**src/rtl/unary_pkg.sv**
```systemverilog
// Shared definitions for the unary-to-binary block counter and its companion generator.
// Holds the two-state FSM encoding and the window-geometry helper functions.
package unary_pkg;

   typedef enum logic {
      ACC  = 1'b0,
      HOLD = 1'b1
   } state_t;

   // Number of beats that make up one window of 2**bwidth unary bits.
   function automatic int beats_per_window(input int uwidth, input int bwidth);
      return (1 << bwidth) / uwidth;
   endfunction

   // Beat counter width; a single-beat window still keeps a one-bit counter.
   function automatic int beat_cnt_width(input int beats);
      return (beats > 1) ? $clog2(beats) : 1;
   endfunction

endpackage

```
**src/rtl/unary_popcount.sv**
```systemverilog
// Combinational population count of one unary beat.
// Output is wide enough to hold the all-ones case (W).
module unary_popcount #(
   parameter int W = 2,
   localparam int CW = $clog2(W) + 1
) (
   input  logic [W-1:0]  bits,
   output logic [CW-1:0] count
);

   always_comb begin
      count = '0;
      for (int i = 0; i < W; i++) begin
         count = count + CW'(bits[i]);
      end
   end

endmodule

```
**src/rtl/unary_block_count.sv**
```systemverilog
// Counts the ones in each 2**BWIDTH-bit unary window and hands the total out on a ready/valid port.
// Define UNARY_CHECK_EN to build the sticky thermometer-code violation detector (code_err).
module unary_block_count
   import unary_pkg::*;
#(
   parameter int UWIDTH = 2,
   parameter int BWIDTH = 4
) (
   input  logic              clk,
   input  logic              reset_n,
   input  logic [UWIDTH-1:0] u_in,
   input  logic              u_in_valid,
   output logic              u_in_ready,
   input  logic              clear,
   output logic [BWIDTH:0]   bin_out,
   output logic              bin_out_valid,
   input  logic              bin_out_ready,
   output logic              code_err
);

   localparam int BEATS = beats_per_window(UWIDTH, BWIDTH);
   localparam int CNTW  = beat_cnt_width(BEATS);
   localparam int PCW   = $clog2(UWIDTH) + 1;
   localparam int AW    = BWIDTH + 1;
   localparam logic [CNTW-1:0] LAST_BEAT = CNTW'(BEATS - 1);

   state_t          state;
   logic [AW-1:0]   acc;
   logic [CNTW-1:0] beat_cnt;
   logic [PCW-1:0]  beat_ones;
   logic [AW-1:0]   sum;
   logic            take;
   logic            last;

   unary_popcount #(
      .W(UWIDTH)
   ) u_popcount (
      .bits  (u_in),
      .count (beat_ones)
   );

   assign u_in_ready = (state == ACC);
   // A clear swallows any beat offered in the same cycle, including a window-completing one.
   assign take       = u_in_valid && u_in_ready && !clear;
   assign sum        = acc + AW'(beat_ones);
   assign last       = (beat_cnt == LAST_BEAT);

   always_ff @(posedge clk or negedge reset_n) begin
      if (!reset_n) begin
         state         <= ACC;
         acc           <= '0;
         beat_cnt      <= '0;
         bin_out       <= '0;
         bin_out_valid <= 1'b0;
      end else begin
         if (clear) begin
            acc      <= '0;
            beat_cnt <= '0;
         end else if (take) begin
            if (last) begin
               acc           <= '0;
               beat_cnt      <= '0;
               bin_out       <= sum;
               bin_out_valid <= 1'b1;
               state         <= HOLD;
            end else begin
               acc      <= sum;
               beat_cnt <= beat_cnt + CNTW'(1);
            end
         end

         // The held result is released only by the consumer, never by clear.
         if (state == HOLD && bin_out_ready) begin
            bin_out_valid <= 1'b0;
            state         <= ACC;
         end
      end
   end

`ifdef UNARY_CHECK_EN
   logic seen_zero;
   logic seen_zero_next;
   logic beat_viol;
   logic err_q;

   // Walk the beat in bit-time order, carrying whether a 0 has already appeared in this window.
   always_comb begin
      seen_zero_next = seen_zero;
      beat_viol      = 1'b0;
      for (int i = 0; i < UWIDTH; i++) begin
         if (u_in[i] && seen_zero_next) begin
            beat_viol = 1'b1;
         end
         if (!u_in[i]) begin
            seen_zero_next = 1'b1;
         end
      end
   end

   always_ff @(posedge clk or negedge reset_n) begin
      if (!reset_n) begin
         seen_zero <= 1'b0;
         err_q     <= 1'b0;
      end else if (clear) begin
         seen_zero <= 1'b0;
      end else if (take) begin
         seen_zero <= last ? 1'b0 : seen_zero_next;
         if (beat_viol) begin
            err_q <= 1'b1;
         end
      end
   end

   assign code_err = err_q;
`else
   assign code_err = 1'b0;
`endif

endmodule

```
**config.mk**
```make
export PLATFORM = sky130hd
export DESIGN_NAME = unary_block_count
export DESIGN_NICKNAME = d
export VERILOG_FILES = /design/src/rtl/unary_pkg.sv /design/src/rtl/unary_popcount.sv /design/src/rtl/unary_block_count.sv
export SDC_FILE = /design/constraint.sdc
export NUM_CORES = 1
export LEC_CHECK = 0
export ABC_AREA = 1
export CORE_MARGIN = 10
export CORE_UTILIZATION = 30
export DETAILED_ROUTE_END_ITERATION = 6
export SLEW_MARGIN = 20
export SYNTH_ARGS = -nofsm -noshare
export SYNTH_HDL_FRONTEND = slang
export SYNTH_SLANG_ARGS = --single-unit
```
**constraint.sdc**
```tcl
create_clock -name clk -period 1.9 [get_ports clk]
set_input_delay 0.19 -clock clk [delete_from_list [all_inputs] [get_ports clk]]
set_output_delay 0.19 -clock clk [all_outputs]
set_load 0.02 [all_outputs]
```
==> impl_metrics.ini <==
[outcome]
status = completed

[synthesis]
synth-seq-area-share = 0.498
synth-main-ff-cell = dfrtp_1
avgSynthCellArea_um2 = 8.68
netlist_area_um2 = 703
synth_top_family_by_area = simple AND/OR/NAND/NOR gates
synth_compound_area_frac = 0.0196
synth_edf_count = 0
synth_cells = 81
syn_nets = 92
synth_xor_area_frac = 0.0125
yosys-mux-area-fraction = 0
synth.distinct_cells = 17
synth-adder-area-share = 0.0819
postSynth.asyncResetShare = 1.00
ys_warn_count = 0
synthSimpleGateAreaFrac = 0.345
synth_seq_cells = 14

[placement]
portBuffers = 13
gp_congestion = 0.808
dp_hpwl_mm = 1.08
placed_cell_area_um2 = 861

[power_and_ir_drop]
power.total_uw = 593
p_comb_frac = 0.104
p_clk_frac = 0.367
intPower_uw = 451
seq_power_share = 0.529
power_density_nw_per_um2 = 661
p_sw_frac = 0.240
p_sw_uw = 142
p_leak_uw = 0.000466
ir_drop_v = 0.000391

[finish]
multi_input_area_um2 = 327
fillers = 220
nNetsFinal = 109
post-route-util = 0.406
syn_to_final_growth_pct = 27.6
antenna_cells = 0
final_cell_area_um2 = 897
register_area_um2 = 350
layout-drive-gt1-share = 0.113

[cts]
postCtsSetupBuffers = 0
cts-root-buf = clkbuf_4
clock_latency_ps = 280
h-tree-depth = 1
clk_pin_slew_ps = 90
holdBufCountCts = 0
ctsResizeCount = 0
numClockSinks = 14
cts_buffers = 3
cts_tree = built
clockBufferDepth = 2

[global_route]
grt_pass1_wl_mm = 2.44
grt_start_max_net_pins = 15
first_global_vias = 552
antenna_found_initial = 0
grtUsageTotal = 0.0700
gr-total-overflow = 0

[timing]
post-route-min-period_ps = 1610
fin_tns_setup_ps = 0
worst_slew_pin_slew_ps = 613
rsz0062_at_grt = no
worst_hold_slack_ps = 281
maxSlewViolCount = 0
final_hold_viol_count = 0
maxSlewHeadroom = 0.590
fin_crit_sh = 0.850
final.setup_skew_ps = 3.40
setup_viol_count_final = 0
fmax_ghz = 0.619

[setup_path]
cpPeakStageDelay_ps = 620
crit_slowest_cell = clkdlybuf4s50_1
worstPathRequired_ps = 1710
crit_path_cell_trace = inv_2 > clkdlybuf4s50_1
worst_r2r_endpoint = bin_out[2]
crit_path_start = state
worstSetupEndpoint = u_in_ready
path_class = reg2out
r2r_cells = 5
end_kind = output pin
crit_arrival_ps = 1420
r2r-start = acc[0]
r2r_setup_slack_ps = 450
start_kind = flop
critical_path.max_fanout = 5

[drt]
drtPass1Iterations = 4
ant_nets = 0
wl_per_cell_um = 11.0
postRouteWirelength_mm = 1.37
vias = 525
via_per_inst = 4.20
drt_iter0_drc = 7
drcViolationCount = 0

[floorplanning]
start_util = 0.318
io_pins = 15
fp.dieW_um = 68.4
die-area_um2 = 4680
placementRows = 17
core_um2 = 2210
chipHeight_um = 68.4

[flow_run]
maxCapViolCount = 0

[worst_hold_path]
hold_class = in2async
[cells by family (layout without fill, tap and decap cells)]
kind of cell / count (synthesis) / count (layout)
AOI/OAI and AO/OA: 2 / 2
other: 1 / 1
DFF: 14 / 14
and+or+nand+nor: 53 / 53
adders and majority gates: 4 / 4
xor gates and xnor gates: 1 / 1
buffers and inverters: 6 / 22
[critical path, delay by kind of cell, from the launching register on]
family	cells	cell delay, ps
buf+inv	2	740
flops	1	400
[final cells by class]
class | count | share of cell area
multi-input combinational | 61 | 0.364
inverter | 5 | 0.0209
sequential | 14 | 0.391
tap | 28 | 0.0391
clock buffer | 4 | 0.0404
timing repair buffer | 13 | 0.145
[sequential cells by signal, summed over array words and instances (netlist names)]
register  flops
acc           5
bin_out       5
beat_cnt      3
state         1
[layout by cell type, fill, tap and decap left out, types with 2 or more instances in the layout]
cell             synthesis  routed
nand4_1                  2       2
nand2_1                 44      44
nand3_1                  2       2
ha_1                     3       3
inv_1                    4       4
dfrtp_1                 14      14
clkdlybuf4s50_1          0      13
nor2_4                   2       2
clkbuf_4                 0       3
[how the worst min path moves through the flow]
| stage | depth (start not counted) | to | startpoint |
|---|---|---|---|
| after floorplan | 0 | acc[0] | reset_n |
| after global placement | 2 | beat_cnt[2] | beat_cnt[2] |
| after detailed placement | 2 | bin_out[1] | bin_out[1] |
| after CTS | 1 | acc[0] | reset_n |
| after global routing | 1 | acc[4] | reset_n |
| final | 1 | acc[1] | reset_n |
[power groups by stage]
stage	clock network, µW	logic (µW)	registers, µW
CTS	222	63.0	314
global placement	0	61.8	319
finish	217	61.8	314
global route	244	69.9	315
detailed placement	0	62.8	319
floorplan	0	34.0	318
[stage by stage]
step / worst slack [ps] / cells
global route: 208 / 125
CTS: 266 / 125
detailed placement: 147 / 121
global placement: 164 / 121
floorplan: 522 / 81
finish: 285 / 125
[per-layer routing]
metal,vias up,track usage,routed length (µm)
li1,279,-,-
met1,231,0.0763,654
met2,11,0.115,600
met3,4,0.0310,97
met4,0,0.0302,20
met5,-,0,0
[cells in the mapped netlist (2+ instances only)]
| cell | count | area, µm² |
|---|---|---|
| nand2_1 | 44 | 165 |
| dfrtp_1 | 14 | 350 |
| inv_1 | 4 | 15.0 |
| ha_1 | 3 | 37.5 |
| nand3_1 | 2 | 10.0 |
| nand4_1 | 2 | 12.5 |
| nor2_4 | 2 | 22.5 |
(Power assumes the default switching activity.)
